File: src/rtl/mmio_pkg.sv
// ----------------------------------------------------------------------------
// mmio_pkg
// Shared constants and helpers for the dmem MMIO bridge.
//   - Register offsets inside the MMIO page (relative to IO_BASE).
//   - Bit positions of the fields in the STATUS word.
//   - is_mmio(): region decode; any address at or above the base is MMIO.
// Optional feature macro used by the bridge: CYCLE_COUNTER_EN.
// ----------------------------------------------------------------------------
package mmio_pkg;

    // Register offsets from IO_BASE
    localparam int OFF_TXDATA = 0;
    localparam int OFF_STATUS = 1;
    localparam int OFF_LED    = 2;
    localparam int OFF_CYCLES = 3;

    // STATUS word layout
    localparam int STS_FULL    = 0;
    localparam int STS_EMPTY   = 1;
    localparam int STS_OVF     = 2;
    localparam int STS_CNT_LSB = 4;
    localparam int STS_CNT_W   = 5;

    // Callers zero-extend their address and base to 32 bits
    function automatic logic is_mmio(input logic [31:0] addr, input logic [31:0] base);
        return (addr >= base);
    endfunction

endpackage

File: src/rtl/mmio_tx_fifo.sv
// ----------------------------------------------------------------------------
// mmio_tx_fifo
// Byte transmit FIFO behind the TXDATA register. No fall-through: a byte
// pushed into an empty FIFO shows on dout the cycle after the push.
// Ports:
//   clock, reset        clock; asynchronous active-low reset (empties FIFO)
//   push, din           push request and byte
//   full                FIFO holds DEPTH entries
//   overflow_push       push refused this cycle (full and no pop); byte dropped
//   pop                 consumer accepts the head (ignored while empty)
//   dout                head byte, forced 0 while empty
//   empty               FIFO holds no entries
//   count               occupancy 0..DEPTH
// ----------------------------------------------------------------------------
module mmio_tx_fifo
    import mmio_pkg::*;
#(
    parameter int DEPTH = 8,
    parameter int W     = 8,
    localparam int PTR_W = $clog2(DEPTH),
    localparam int CNT_W = $clog2(DEPTH) + 1
) (
    input  logic             clock,
    input  logic             reset,
    input  logic             push,
    input  logic [W-1:0]     din,
    output logic             full,
    output logic             overflow_push,
    input  logic             pop,
    output logic [W-1:0]     dout,
    output logic             empty,
    output logic [CNT_W-1:0] count
);

    logic [W-1:0]     mem_q [DEPTH];
    logic [PTR_W-1:0] wr_ptr_q, wr_ptr_d;
    logic [PTR_W-1:0] rd_ptr_q, rd_ptr_d;
    logic [CNT_W-1:0] count_q, count_d;
    logic             push_ok;
    logic             pop_ok;

    assign empty = (count_q == '0);
    assign full  = (count_q == CNT_W'(DEPTH));
    assign count = count_q;
    assign dout  = empty ? '0 : mem_q[rd_ptr_q];

    assign pop_ok        = pop & ~empty;
    // A pop on the same edge frees a slot, so a push at full still succeeds.
    assign push_ok       = push & (~full | pop_ok);
    assign overflow_push = push & full & ~pop_ok;

    always_comb begin
        wr_ptr_d = wr_ptr_q;
        rd_ptr_d = rd_ptr_q;
        count_d  = count_q;
        // Power-of-two depth: pointers wrap by plain overflow.
        if (push_ok) wr_ptr_d = wr_ptr_q + 1'b1;
        if (pop_ok)  rd_ptr_d = rd_ptr_q + 1'b1;
        case ({push_ok, pop_ok})
            2'b10:   count_d = count_q + 1'b1;
            2'b01:   count_d = count_q - 1'b1;
            default: count_d = count_q;
        endcase
    end

    always_ff @(posedge clock or negedge reset) begin
        if (!reset) begin
            wr_ptr_q <= '0;
            rd_ptr_q <= '0;
            count_q  <= '0;
        end else begin
            wr_ptr_q <= wr_ptr_d;
            rd_ptr_q <= rd_ptr_d;
            count_q  <= count_d;
        end
    end

    // Storage is not reset; dout is masked while empty instead.
    always_ff @(posedge clock) begin
        if (push_ok) mem_q[wr_ptr_q] <= din;
    end

endmodule

File: src/rtl/dmem_mmio_bridge.sv
// ----------------------------------------------------------------------------
// dmem_mmio_bridge
// Splits the processor dmem port into the RAM region (passed to the dmem
// syncram) and a top MMIO page holding TXDATA, STATUS, LED and CYCLES.
// Ports:
//   clock, reset                 clock; asynchronous active-low reset
//   p_address/p_data/p_wren/p_q  processor side
//   m_address/m_data/m_wren/m_q  dmem side; m_wren only for RAM writes
//   tx_data/tx_valid/tx_ready    byte stream out of the TX FIFO
//   led                          LED register
// Optional feature: define CYCLE_COUNTER_EN to add a 32-bit free-running
// cycle counter at offset +3 (loadable by writes). Without it +3 reads 0.
// ----------------------------------------------------------------------------
module dmem_mmio_bridge
    import mmio_pkg::*;
#(
    parameter int                ADDR_W     = 12,
    parameter int                DATA_W     = 32,
    parameter logic [ADDR_W-1:0] IO_BASE    = 12'hF00,
    parameter int                FIFO_DEPTH = 8,
    parameter int                LED_W      = 8
) (
    input  logic              clock,
    input  logic              reset,
    input  logic [ADDR_W-1:0] p_address,
    input  logic [DATA_W-1:0] p_data,
    input  logic              p_wren,
    output logic [DATA_W-1:0] p_q,
    output logic [ADDR_W-1:0] m_address,
    output logic [DATA_W-1:0] m_data,
    output logic              m_wren,
    input  logic [DATA_W-1:0] m_q,
    output logic [7:0]        tx_data,
    output logic              tx_valid,
    input  logic              tx_ready,
    output logic [LED_W-1:0]  led
);

    localparam int CNT_W = $clog2(FIFO_DEPTH) + 1;

    logic              mmio;
    logic [ADDR_W-1:0] offset;
    logic              sel_tx, sel_sts, sel_led, sel_cyc;
    logic [DATA_W-1:0] mmio_rdata;
    logic [DATA_W-1:0] status;
    logic [DATA_W-1:0] cyc_rd;

    logic              fifo_full, fifo_empty, fifo_ovf_push;
    logic [CNT_W-1:0]  fifo_count;

    logic [LED_W-1:0]  led_q, led_d;
    logic              ovf_q, ovf_d;

    assign mmio   = is_mmio(32'(p_address), 32'(IO_BASE));
    assign offset = p_address - IO_BASE;
    assign sel_tx  = mmio && (offset == ADDR_W'(OFF_TXDATA));
    assign sel_sts = mmio && (offset == ADDR_W'(OFF_STATUS));
    assign sel_led = mmio && (offset == ADDR_W'(OFF_LED));
    assign sel_cyc = mmio && (offset == ADDR_W'(OFF_CYCLES));

    // dmem pass-through; writes are gated off for MMIO and while in reset.
    assign m_address = p_address;
    assign m_data    = p_data;
    assign m_wren    = p_wren & ~mmio & reset;

    mmio_tx_fifo #(
        .DEPTH (FIFO_DEPTH),
        .W     (8)
    ) u_fifo (
        .clock         (clock),
        .reset         (reset),
        .push          (p_wren & sel_tx),
        .din           (p_data[7:0]),
        .full          (fifo_full),
        .overflow_push (fifo_ovf_push),
        .pop           (tx_ready),
        .dout          (tx_data),
        .empty         (fifo_empty),
        .count         (fifo_count)
    );

    assign tx_valid = ~fifo_empty;
    assign led      = led_q;

    always_comb begin
        status                               = '0;
        status[STS_FULL]                     = fifo_full;
        status[STS_EMPTY]                    = fifo_empty;
        status[STS_OVF]                      = ovf_q;
        status[STS_CNT_LSB +: STS_CNT_W]     = STS_CNT_W'(fifo_count);
    end

    always_comb begin
        mmio_rdata = '0;
        if (sel_sts)      mmio_rdata = status;
        else if (sel_led) mmio_rdata = DATA_W'(led_q);
        else if (sel_cyc) mmio_rdata = cyc_rd;
    end

    assign p_q = mmio ? mmio_rdata : m_q;

    always_comb begin
        led_d = led_q;
        ovf_d = ovf_q;
        if (p_wren && sel_led) led_d = p_data[LED_W-1:0];
        if (p_wren && sel_sts) ovf_d = 1'b0;
        // A dropped byte on the same edge as a STATUS clear keeps the flag set.
        if (fifo_ovf_push)     ovf_d = 1'b1;
    end

    always_ff @(posedge clock or negedge reset) begin
        if (!reset) begin
            led_q <= '0;
            ovf_q <= 1'b0;
        end else begin
            led_q <= led_d;
            ovf_q <= ovf_d;
        end
    end

`ifdef CYCLE_COUNTER_EN
    logic [31:0] cyc_q, cyc_d;

    always_comb begin
        cyc_d = cyc_q + 32'd1;
        if (p_wren && sel_cyc) cyc_d = p_data[31:0];
    end

    always_ff @(posedge clock or negedge reset) begin
        if (!reset) cyc_q <= '0;
        else        cyc_q <= cyc_d;
    end

    assign cyc_rd = DATA_W'(cyc_q);
`else
    assign cyc_rd = '0;
`endif

endmodule

File: config.mk
export PLATFORM = sky130hd
export DESIGN_NAME = dmem_mmio_bridge
export DESIGN_NICKNAME = d
export VERILOG_FILES = /design/src/rtl/mmio_pkg.sv /design/src/rtl/mmio_tx_fifo.sv /design/src/rtl/dmem_mmio_bridge.sv
export SDC_FILE = /design/constraint.sdc
export NUM_CORES = 1
export LEC_CHECK = 0
export CORE_UTILIZATION = 30
export CTS_BUF_LIST = sky130_fd_sc_hd__clkbuf_8
export DETAILED_ROUTE_END_ITERATION = 10
export GPL_TIMING_DRIVEN = 0
export HOLD_SLACK_MARGIN = 0.15
export PLACE_DENSITY = 0.59
export SKIP_CTS_REPAIR_TIMING = 1
export SYNTH_ARGS = -nofsm -noshare
export SYNTH_HDL_FRONTEND = slang
export SYNTH_SLANG_ARGS = --single-unit
export TNS_END_PERCENT = 10
File: constraint.sdc
create_clock -name clock -period 2.83 [get_ports clock]
set_input_delay 0.566 -clock clock [delete_from_list [all_inputs] [get_ports clock]]
set_output_delay 0.566 -clock clock [all_outputs]
set_load 0.02 [all_outputs]
Word level (Yosys, flattened, before mapping)
Memory sizes are Yosys's and may differ from the RTL's.
Cells that the tools add are included.
{ "op_classes": {"addsub": 5, "n_lt_le_gt_ge": 1, "eq_ne": 5, "muxes": 9, "n_bitwise": 12, "reduce_logical": 9} }
{ "op_table": {"columns": ["operator", "n"], "rows": [
  ["$mux W32", 2],
  ["$mux W8", 2],
  ["$eq A12 B1 Y1 const B", 1],
  ["$eq A12 B2 Y1 const B", 1],
  ["$ge A12 B12 Y1 const B", 1],
  ["$logic_not A12 Y1", 1],
  ["$sub A12 B12 Y12 const B", 1],
  ["$pmux W4 S2", 1],
  ["$and A1 B1 Y1", 7],
  ["$add A3 B1 Y3 const B", 2],
  ["$logic_and A1 B1 Y1", 5],
  ["$add A4 B1 Y4 const B", 1],
  ["$eq A4 B4 Y1 const B", 1],
  ["$logic_not A4 Y1", 1],
  ["$mux W1", 4],
  ["$not A1 Y1", 4],
  ["$reduce_bool A2 Y1", 2],
  ["$sub A4 B1 Y4 const B", 1],
  ["$eq A2 B1 Y1 const B", 1],
  ["$eq A2 B2 Y1 const B", 1],
  ["$or A1 B1 Y1", 1]
]} }
{ "totals": {"regBits": 19, "ramBits": 64, "input_bits": 80, "out_inout_bits": 94, "word_cells": 47, "n_memories": 1} }
{ "memory_table": {"columns": ["memory", "words", "width", "rd", "rd_ports_with_merged_regs", "wr", "line_no", "text"], "rows": [
  ["u_fifo.mem_q", 8, 8, 1, 0, 1, "mmio_tx_fifo.sv:35", "logic [W-1:0] mem_q [DEPTH];"]
]} }

Longest topological paths before layout
Gate-level depths: netlist of the first run.
{ "depth": {"ltp_word": 7, "mapped_depth": 12, "ltp_nobuf": 12} }

Hierarchy
Synthesis of the first run repeated with hierarchy kept, for this count alone.
{ "unflattened": {"hier_cells": 333, "area_unflattened_um2": 4271.6} }
{ "by_module_without_submodules": {"columns": ["mod", "instances", "cells_each", "area_each_um2", "seq_area_each_um2"], "rows": [
  ["mmio_tx_fifo", 1, 203, 3158.0, 2172.1],
  ["dmem_mmio_bridge", 1, 130, 1113.6, 225.2]
]} }

Worst setup path before layout of the first run
Ideal clock, no wire load.
{ "synth_path": {"kind": "in2reg", "start": "input port p_address[5]", "end": "memory u_fifo.mem_q[0][0], enable pin", "setup_ns": 0.395, "arrival_time_ns": 2.763, "required_ns": 2.435, "slack_ns": -0.328, "path_stages": 5, "path_buffers": 1, "cell_sequence": "or4_4 > nor4_4 > or3b_1 > buf_6 > nor4_1"} }
{ "synth_via": {"elab_chain_cells": 7, "elab_cells_between_ends": 8, "cone_classes": "add/sub (1); order compare (1); mux (2); bitwise (2); reduce/logical (2)"} }
{ "synth_lines": {"columns": ["item", "line_no", "text"], "rows": [
  ["from (decl)", "dmem_mmio_bridge.sv:25", "input logic [ADDR_W-1:0] p_address,"],
  ["$sub A12 B12 Y12", "dmem_mmio_bridge.sv:55", "assign offset = p_address - IO_BASE;"],
  ["$logic_not A12 Y1", "dmem_mmio_bridge.sv:56", "assign sel_tx = mmio && (offset == ADDR_W'(OFF_TXDATA));"],
  ["$logic_and A1 B1 Y1 *", "dmem_mmio_bridge.sv:56", null],
  ["$and A1 B1 Y1 *", "dmem_mmio_bridge.sv:72", ".push (p_wren & sel_tx),"],
  ["$and A1 B1 Y1 *", "mmio_tx_fifo.sv:49", "assign push_ok = push & (~full | pop_ok);"],
  ["$mux W1 *", "mmio_tx_fifo.sv:80", "if (push_ok) mem_q[wr_ptr_q] <= din;"],
  ["$mux W1 (not written as such) *", "mmio_tx_fifo.sv:80", null],
  ["to (decl)", "mmio_tx_fifo.sv:35", null]
]} }
Mark *: on every way between the ends. The rest lies on a longest branch, timed or not.

Worst setup path in the final report of the first run
{ "layout_path": {"start": "input port p_wren", "end": "register u_fifo.count_q[2], in the netlist u_fifo.count[2]"} }
{ "layout_via": {"elab_chain_cells": 4, "elab_cells_between_ends": 6, "cone_classes": "eq/ne (2); mux (1); bitwise (2); reduce/logical (1)"} }
{ "layout_lines": {"columns": ["item", "line_no", "text"], "rows": [
  ["from (decl)", "dmem_mmio_bridge.sv:27", "input logic p_wren,"],
  ["$and A1 B1 Y1 *", "dmem_mmio_bridge.sv:72", null],
  ["$and A1 B1 Y1 *", "mmio_tx_fifo.sv:49", null],
  ["$eq A2 B1 Y1 or $eq A2 B2 Y1 (tied branches)", "mmio_tx_fifo.sv:59", "case ({push_ok, pop_ok})"],
  ["$pmux W4 S2 or $reduce_bool A2 Y1 (tied branches)", null, null],
  ["to (signal assigned)", "mmio_tx_fifo.sv:74", "count_q <= count_d;"],
  ["to (decl)", "mmio_tx_fifo.sv:38", "logic [CNT_W-1:0] count_q, count_d;"]
]} }
Marks and branches as above.
A chain may end at the register's enable or synchronous reset.

==> flow_summary.yaml, run 1 <==
worst_setup_path:
  crit_path_end_kind: "flop"
  critical_path_class: "primary input to flop"
  r2r_cells: 12
  path_common_cell: "xor2_1"
  r2r_end: "u_fifo.count[2]$_DFFE_PN0P_"
  rrSetupSlack_ns: -0.03
  critPathTopFamily: "simple AND/OR/NAND/NOR gates"
  crit_arrival_ns: 3.24
  cpMaxStageDelayCell: "clkdlybuf4s50_1"
  rr_startpoint: "u_fifo.count[2]$_DFFE_PN0P_"
  cp_max_fo: 8
  slowest_delay_ns: 0.51
  path_cells: "clkdlybuf4s50_1, or2b_2, nor4_4, or3b_1, buf_6, ha_4, xor2_1, ha_1, a21oi_2, xor2_1, nor2_1, xor2_1"
  critPathBufInv: 2
  cp-start-kind: "primary input"
  cp.required_ns: 3.07
floorplanning:
  core_area_mm2: 0.0132
  row_count: 42
  die_w_um: 119
  die_h_um: 119
  io_pins: 174
  start_util: 0.308
  die_area_mm2: 0.0140
run_status:
  status: "finished with violations"
  violations: "negative setup slack"
pwr:
  powerDensity_mw_per_mm2: 592
  ir_drop_v: 0.000249
  p_leak_nw: 2.75
place:
  numPortBuffers: 149
  dp.cells: 611
  dp.final_hpwl_um: 7800
  place.gp.congestion: 0.771
route:
  drt-total-wl_um: 10700
  avgViaCountPerCell: 4.52
  drc: 0
  drt_iter0_drc: 140
  first_pass_iters: 4
  wl_per_cell_um: 16.9
  ant_nets: 0
  dr_total_vias: 2875
timing:
  setup_viol: 6
  skew_ns: 0.0167
  slew_violations: 0
  finalHoldWorstSlack_ns: 0.337
  rsz0062_at_grt: "true"
  slew_headroom: 0.374
  hold_viol: 0
  fmax_ghz: 0.333
  worst_slew_pin_slew_ns: 0.938
  final.min_clock_period_ns: 3.00
  finalCritPeriodShare: 1.06
  setup_ws_ns: -0.170
synthesis:
  synthArstFlopShare: 0.229
  yosys_most_used_dff: "edfxtp_1"
  ys_ff_latch: 83
  synth_cell_types: 41
  yosysWarnings: 0
  syn_area_mm2: 0.00407
  syn_nets: 371
  syn_area_per_cell_um2: 14.2
  synth_edf_count: 64
  postSynthCellCount: 286
  ys_seq_area_frac: 0.589
layout:
  final_cell_mix: "clkdlybuf4s50_1 (99), edfxtp_1 (64), buf_4 (53)"
  drive_gt1_frac: 0.304
  nets: 540
  num_antenna_cells: 0
  utilization: 0.479
  fill_cells: 1197
  layout_commonest_cell: "clkdlybuf4s50_1"
  final_cells: 636
  area_growth_pct: 55.9
global_route:
  grt_max_degree: 21
  grt_pass1_wl_um: 15800
  antenna_found_initial: 0
  grt_use_total: 0.152
  grt_pass1_vias: 2964
  overflow: 0
cts:
  clock_path_buffers: 2
  cts_root_buf: "clkbuf_8"
  cts_max_level: 3
  numClockSinks: 83
  clk_latency_ns: 0.35
  cts_tree: "yes"
  cts_buffers: 9
  clk_pin_slew_ns: 0.09
flow_run:
  drv_cap: 0
worst_hold_path:
  hold_class: "primary input to async pin"
==> registers in the layout, indices dropped and copies added (netlist names) <==
name,flops
u_fifo.wr_ptr_q,3
u_fifo.mem_q,64
u_fifo.count,4
u_fifo.rd_ptr_q,3
ovf_q,1
led,8
==> cell type report <==
class                           instances  area, µm²  share of cell area
Clock buffer                            9        124              0.0195
Tap cell                              176        220              0.0347
Sequential cell                        83       2400               0.378
Multi-Input combinational cell        147       1450               0.229
Buffer                                 54        410              0.0646
Timing Repair Buffer                  158       1670               0.263
Inverter                                2       7.51             0.00118
Clock inverter                          7       68.8              0.0108
==> kinds of logic (layout without fill, tap and decap cells) <==
group | count (synthesis) | count (layout) | share of synthesized area
buffers and inverters | 56 | 230 | 0.0943
xor gates and xnor gates | 9 | 9 | 0.0194
adders and majority gates | 5 | 5 | 0.0154
and+or+nand+nor | 84 | 84 | 0.120
AOI/OAI and AO/OA | 14 | 14 | 0.0230
DFF | 83 | 83 | 0.589
muxes | 35 | 35 | 0.139
==> power by group <==
group	total, W	internal (W)	switching, W
Sequential	0.00144	0.00137	0.0000706
Combinational	0.00149	0.000787	0.000707
Clock	0.000828	0.000405	0.000423
==> metal layers <==
| layer | wire length (µm) | GRT usage | vias to the layer above |
|---|---|---|---|
| met5 | 0 | 0 | - |
| met4 | 65 | 0.0309 | 0 |
| met3 | 749 | 0.0468 | 6 |
| met2 | 5740 | 0.275 | 139 |
| met1 | 4180 | 0.176 | 1382 |
| li1 | - | - | 1348 |
==> metrics by stage <==
stage / setup WS [ns] / instance area, µm² / setup TNS (ns) / total power (W)
floorplan: -0.258 / 4080 / -3.61 / 0.00235
global placement: -1.23 / 5790 / -78.10 / 0.00293
detailed placement: -1.27 / 5800 / -77.62 / 0.00294
CTS: -1.29 / 5990 / -55.55 / 0.00377
global route: -0.258 / 6350 / -1.34 / 0.00396
finish: -0.170 / 6350 / -0.421 / 0.00376
==> worst max path at each step <==
stage	start	end	cells after the start	slack [ns]
4_1_cts	p_address[10]	p_q[0]	7	-1.29
3_3_place_gp	p_address[10]	p_q[0]	7	-1.23
5_1_grt	u_fifo.count[2]$_DFFE_PN0P_	tx_valid	4	-0.26
6_report	p_wren	u_fifo.count[2]$_DFFE_PN0P_	12	-0.17
3_5_place_dp	p_address[10]	p_q[0]	7	-1.27
2_1_floorplan	p_address[5]	u_fifo.count[2]$_DFFE_PN0P_	11	-0.26
==> Yosys cell counts, drive strengths merged (6+ instances only) <==
library cell	instances	area share
dfrtp	19	0.12
mux4	16	0.088
mux2	11	0.031
nor4	6	0.013
buf	48	0.087
mux2i	8	0.020
and2	24	0.037
nor2	14	0.014
nand2	16	0.015
edfxtp	64	0.47
clkbuf	6	0.0055
No activity file was read; power rests on OpenSTA's default activity.
==> run 2, diff against run 1 <==
==> constraint.sdc (replaced) <==
create_clock -name clock -period 3.1 [get_ports clock]
set_input_delay 0.62 -clock clock [delete_from_list [all_inputs] [get_ports clock]]
set_output_delay 0.62 -clock clock [all_outputs]
set_load 0.02 [all_outputs]
==> run 2 against run 1 <==
The flow still finishes with violations (negative setup slack). Hold slack improved by 0.051 ns. Combinational power fell by 9%. Critical path depth did not move. First-iteration DRC count fell by 7.9%. Setup slack improved by 0.12 ns. Final area fell by 1.0%. Wire length fell by 1.1%. Sequential power fell by 9%. Die area did not move. Global-route usage did not move. Sequential share of layout area rose by 0.40 points. Via count rose by 0.10%. Critical path type unchanged. Largest cell class unchanged.
==> flow_summary.yaml, run 2 (synthesis gave the netlist of run 1 again) <==
cts:
  cts_max_level: 3
  clk_latency_ns: 0.35
  numClockSinks: 83
  clock_path_buffers: 2
  clk_pin_slew_ns: 0.09
  cts_buffers: 9
  cts_root_buf: "clkbuf_8"
  cts_tree: "yes"
layout:
  layout_commonest_cell: "clkdlybuf4s50_1"
  area_growth_pct: 54.3
  largest_reg_flops: 64
  ff_latch_area_mm2: 0.00240
  fill_cells: 1212
  drive_gt1_frac: 0.303
  nets: 538
  multi_input_area_mm2: 0.00141
  final_cell_mix: "clkdlybuf4s50_1 (107), edfxtp_1 (64), buf_4 (51)"
  largest-register: "u_fifo.mem_q"
  num_antenna_cells: 0
  final_cells: 634
worst_setup_path:
  crit_start: "p_address[6]"
  r2r_cells: 11
  crit_arrival_ns: 3.40
  crit_path_end_kind: "flop"
  cp-start-kind: "primary input"
  cp_max_fo: 8
  rr_startpoint: "u_fifo.count[2]$_DFFE_PN0P_"
  cp.required_ns: 3.34
  rrSetupSlack_ns: 0.20
  critical_path_class: "primary input to flop"
pwr:
  p_sw_frac: 0.319
  power_w: 0.00343
  power_frac_comb: 0.397
  p_int_w: 0.00234
  p_seq_frac: 0.383
  p_leak_nw: 2.66
  powerDensity_mw_per_mm2: 546
  ir_drop_v: 0.000226
  p_switching_w: 0.00109
  clkPwrFrac: 0.220
route:
  dr_total_vias: 2878
  avgViaCountPerCell: 4.54
  drt-total-wl_um: 10600
  drt_iter0_drc: 129
  ant_nets: 0
  drc: 0
  first_pass_iters: 4
  wl_per_cell_um: 16.8
floorplanning:
  die_area_mm2: 0.0140
  die_w_um: 119
  io_pins: 174
  start_util: 0.308
  core_area_mm2: 0.0132
  row_count: 42
  die_h_um: 119
timing:
  skew_ns: 0.0165
  setup_ws_ns: -0.0542
  final.min_clock_period_ns: 3.15
  slew_headroom: 0.380
  rsz0062_at_grt: "true"
  worst_slew_pin_slew_ns: 0.929
  finalCritPeriodShare: 1.02
  slew_violations: 0
  setup_viol: 1
  fmax_ghz: 0.317
  finalHoldWorstSlack_ns: 0.388
  hold_viol: 0
global_route:
  overflow: 0
  grt_use_total: 0.152
  grt_pass1_wl_um: 15800
  grt_pass1_vias: 2964
  grt_max_degree: 21
  antenna_found_initial: 0
place:
  dp.final_hpwl_um: 7800
  place.gp.congestion: 0.771
  numPortBuffers: 149
  dp.cells: 611
run_status:
  status: "finished with violations"
  violations: "negative setup slack"
worst_hold_path:
  hold_class: "primary input to async pin"
flow_run:
  drv_cap: 0
## run 2: cell count changes in the layout (fill, tap and decap cells not counted), moves of 2 or more
cell             change
nor3_4               -3
clkbuf_2             -3
dlymetal6s2s_1       -8
buf_4                -2
nor3_2               +3
clkdlybuf4s50_1      +8
## run 2: routing by layer
layer | share of wire | track usage | vias to the layer above
met4 | 0.0061 | 0.0309 | 0
met3 | 0.073 | 0.0468 | 6
li1 | - | - | 1347
met2 | 0.54 | 0.275 | 140
met1 | 0.38 | 0.176 | 1385
met5 | 0 | 0 | -
## run 2: final cells by class
cell class	instances	area share
multi-input cells	147	0.225
clock buffers	9	0.0197
plain buffers	54	0.0651
repair buffers	156	0.261
inverters	2	0.00119
clock inverters	7	0.0110
flip-flops and latches	83	0.382
well taps	176	0.0350
## run 2: path summary, 6_finish.rpt
path,endpoint
min in group clock,led[1]$_DFFE_PN0P_
max in group asynchronous,led[6]$_DFFE_PN0P_
worst min-delay path,u_fifo.rd_ptr_q[2]$_DFFE_PN0P_
worst max register to register,u_fifo.count[2]$_DFFE_PN0P_
worst max-delay path,u_fifo.count[2]$_DFFE_PN0P_
worst min register to register,led[1]$_DFFE_PN0P_
## run 2: power groups by stage
stage	sequential (W)	combinational (W)	clock (W)
floorplan	0.00132	0.000828	0
global placement	0.00133	0.00135	0
detailed placement	0.00133	0.00136	0
CTS	0.00131	0.00136	0.000771
global route	0.00133	0.00148	0.000820
finish	0.00131	0.00136	0.000754
## run 2: critical path, cell delays in order
cell and delay (ns):
clkdlybuf4s50_1 0.42, or4_4 0.55, nor4_4 0.22, or3b_1 0.39, buf_6 0.16, ha_2 0.21
xor2_1 0.15, ha_1 0.20, a21oi_2 0.11, xor2_1 0.16, nor2_1 0.07, xor2_1 0.13
## run 2: per-stage QoR
step	instance area [µm²]	setup slack, ns	TNS, ns	util
2_1_floorplan	4080	-0.0417	-0.0417	-
3_3_place_gp	5790	-1.07	-56.32	0.437
3_5_place_dp	5800	-1.10	-55.82	0.438
4_1_cts	5990	-1.13	-36.77	0.452
5_1_grt	6280	-0.110	-0.784	0.474
6_report	6280	-0.0542	-0.0542	0.474
==> run 3, diff against run 2 <==
--- a/config.mk
+++ b/config.mk
@@ -10,9 +10,10 @@
 export DETAILED_ROUTE_END_ITERATION = 10
 export GPL_TIMING_DRIVEN = 0
 export HOLD_SLACK_MARGIN = 0.15
-export PLACE_DENSITY = 0.59
+export PLACE_DENSITY = 0.58
 export SKIP_CTS_REPAIR_TIMING = 1
 export SYNTH_ARGS = -nofsm -noshare
 export SYNTH_HDL_FRONTEND = slang
+export SYNTH_HIERARCHICAL = 1
 export SYNTH_SLANG_ARGS = --single-unit
 export TNS_END_PERCENT = 10
==> run 3 against run 2 <==
The flow still finishes with violations (negative setup slack). Combinational power rose by 9%. Largest power group unchanged. Critical path depth fell by 7. Maximum frequency rose by 1.1%. Via count rose by 8.4%. Setup slack improved by 0.033 ns. Clock-buffer cell count did not move. Largest cell class unchanged. Power rose by 1.4%. Final area fell by 0.20%. Critical endpoint is now m_wren. Clock power fell by 8.0%. Sequential share of layout area rose by 0.076 points. Register-to-register slack improved by 0.66 ns. Cell count rose by 7.1%.
==> flow_summary.yaml, run 3 <==
synthesis:
  synth_edf_count: 64
  synth_most_common_cell: "edfxtp_1"
  syn_area_per_cell_um2: 12.8
  syn_nets: 416
  synth_cell_types: 45
  ys_seq_area_frac: 0.561
  yosys_most_used_dff: "edfxtp_1"
  yosysWarnings: 6
  synthTopCellsByArea: "edfxtp_1 (45%), dfrtp_1 (11%), buf_4 (7.9%)"
  synthTopCellsByCount: "edfxtp_1 (64), buf_4 (45), and2_1 (25), dfrtp_1 (19)"
  synth_top_area_share: 0.450
  synthArstFlopShare: 0.229
  ys_ff_latch: 83
  syn_area_mm2: 0.00427
  yosysTopAreaCell: "edfxtp_1"
  postSynthCellCount: 333
place:
  place.gp.congestion: 0.759
  place_ws_ns: -1.01
  dp.cells: 661
  numPortBuffers: 148
  dp.final_hpwl_um: 8640
pwr:
  ir_drop_v: 0.000217
  p_sw_frac: 0.348
  p_leak_nw: 2.46
  p_switching_w: 0.00121
  power_frac_comb: 0.424
  p_seq_frac: 0.376
  p_int_w: 0.00227
  clkPwrFrac: 0.199
  powerDensity_mw_per_mm2: 555
floorplanning:
  die_area_mm2: 0.0147
  die_w_um: 121
  core_area_mm2: 0.0139
  io_pins: 174
  row_count: 43
  die_h_um: 121
  start_util: 0.308
worst_setup_path:
  crit_arrival_ns: 2.50
  cp-start-kind: "primary input"
  cpMaxStageDelayCell: "clkdlybuf4s50_1"
  cp.required_ns: 2.48
  slowest_delay_ns: 0.63
  critPathBufInv: 3
  crit_path_end_kind: "output pin"
  critPathTopFamily: "buffers and inverters"
  critical_path_class: "primary input to output pin"
  path_common_cell: "clkdlybuf4s50_1"
  path_cells: "clkdlybuf4s50_1, nand4_2, clkbuf_1, and3_1, clkdlybuf4s50_1"
  cp_max_fo: 10
global_route:
  antenna_found_initial: 0
  grt_pass1_wl_um: 17000
  grt_pass1_vias: 3167
  overflow: 0
  grt_use_total: 0.156
  grt_max_degree: 21
cts:
  cts_max_level: 3
  clk_pin_slew_ns: 0.09
  cts_tree: "yes"
  cts_buffers: 9
  clk_latency_ns: 0.36
  clock_path_buffers: 2
  numClockSinks: 83
  cts_root_buf: "clkbuf_8"
layout:
  largest_reg_flops: 64
  final_cells: 679
  fill_cells: 1275
  ff_latch_area_mm2: 0.00240
  nets: 577
  layout_commonest_cell: "clkdlybuf4s50_1"
  area_growth_pct: 46.8
  final_cell_mix: "clkdlybuf4s50_1 (136), edfxtp_1 (64), buf_4 (46)"
  drive_gt1_frac: 0.238
  utilization: 0.452
  multi_input_area_mm2: 0.00148
  largest-register: "u_fifo/mem_q"
  num_antenna_cells: 0
timing:
  skew_ns: 0.0160
  slew_headroom: 0.377
  fmax_ghz: 0.320
  setup_ws_ns: -0.0213
  worst_slew_pin_slew_ns: 0.933
  setup_viol: 1
  rsz0062_at_grt: "true"
  hold_viol: 0
  finalCritPeriodShare: 1.01
  final.min_clock_period_ns: 3.12
  slew_violations: 0
route:
  drt_iter0_drc: 140
  wl_per_cell_um: 16.5
  drt-total-wl_um: 11200
  ant_nets: 0
  avgViaCountPerCell: 4.59
  dr_total_vias: 3119
  drc: 0
  first_pass_iters: 4
worst_hold_path:
  hold_class: "primary input to async pin"
flow_run:
  drv_cap: 0
run_status:
  status: "finished with violations"
  violations: "negative setup slack"
[run 3: cell count changes after synthesis, moves of 4 or more]
cell and delta:
mux4_2 -16, mux2_4 +8, a22o_1 +7, nor3_1 +9
mux2_2 +7, inv_1 +4, mux2i_1 +9, o31ai_1 +7
nor4_1 -4, o22ai_1 +8, buf_2 +4
[run 3: through the flow]
| stage | TNS (ns) | area [µm²] | hold slack [ns] | power (W) |
|---|---|---|---|---|
| after floorplan | 0 | 4270 | 0.324 | 0.00222 |
| after CTS | -25.63 | 6150 | 0.532 | 0.00351 |
| after detailed placement | -50.89 | 5980 | 0.514 | 0.00282 |
| after global routing | -0.884 | 6270 | 0.458 | 0.00368 |
| final | -0.0213 | 6270 | 0.389 | 0.00348 |
| after global placement | -49.47 | 5980 | 0.484 | 0.00280 |
[run 3: metal layers]
metal	wire, µm	global-route usage	vias to the layer above
met5	0	0	-
met4	158	0.0532	0
met3	852	0.0395	14
met2	5770	0.276	144
met1	4410	0.182	1474
li1	-	-	1487
[run 3: cell families after synthesis]
family	after synthesis	synth area share
AOI/OAI and AO/OA	41	0.0773
xor gates and xnor gates	6	0.0123
adders and majority gates	3	0.00879
buffers and inverters	68	0.104
DFF	83	0.561
muxes	43	0.116
and+or+nand+nor	89	0.120
[run 3: layout make-up]
class | instances | area share
timing repair buffer | 150 | 0.244
buffer | 62 | 0.0692
clock inverter | 7 | 0.00838
multi-input combinational | 182 | 0.237
tap | 180 | 0.0359
inverter | 6 | 0.00359
clock buffer | 9 | 0.0198
sequential | 83 | 0.382
[run 3: path summary, 6_finish.rpt]
| path | start | endpoint | slack (ns) | depth (start not counted) |
|---|---|---|---|---|
| setup / recovery | p_address[8] | m_wren | -0.02 | 5 |
| hold / removal | reset | led[5]$_DFFE_PN0P_ | 0.39 | 1 |
| setup reg to reg | u_fifo/count[3]$_DFFE_PN0P_ | u_fifo/count[2]$_DFFE_PN0P_ | 0.86 | 9 |
| hold reg to reg | ovf_q$_DFFE_PN0P_ | ovf_q$_DFFE_PN0P_ | 0.53 | 1 |
| max in group asynchronous | reset | u_fifo/count[1]$_DFFE_PN0P_ | 2.13 | 1 |
| min in group clock | ovf_q$_DFFE_PN0P_ | ovf_q$_DFFE_PN0P_ | 0.53 | 1 |
[run 3: worst reg2reg max path, stage by stage, from the launching register on]
cell      delay [ns]
dfrtp_1         0.40
buf_6           0.15
o41ai_4         0.54
nor2_1          0.13
xor2_1          0.17
ha_1            0.20
nand2_1         0.09
nor3_1          0.05
a211oi_1        0.28
xnor2_1         0.17
[run 3: power by group through the flow]
stage / combinational (W) / clock, W / sequential (W)
final: 0.00148 / 0.000694 / 0.00131
after global routing: 0.00160 / 0.000755 / 0.00132
after CTS: 0.00149 / 0.000717 / 0.00131
after detailed placement: 0.00148 / 0 / 0.00134
after global placement: 0.00147 / 0 / 0.00133
after floorplan: 0.000904 / 0 / 0.00132
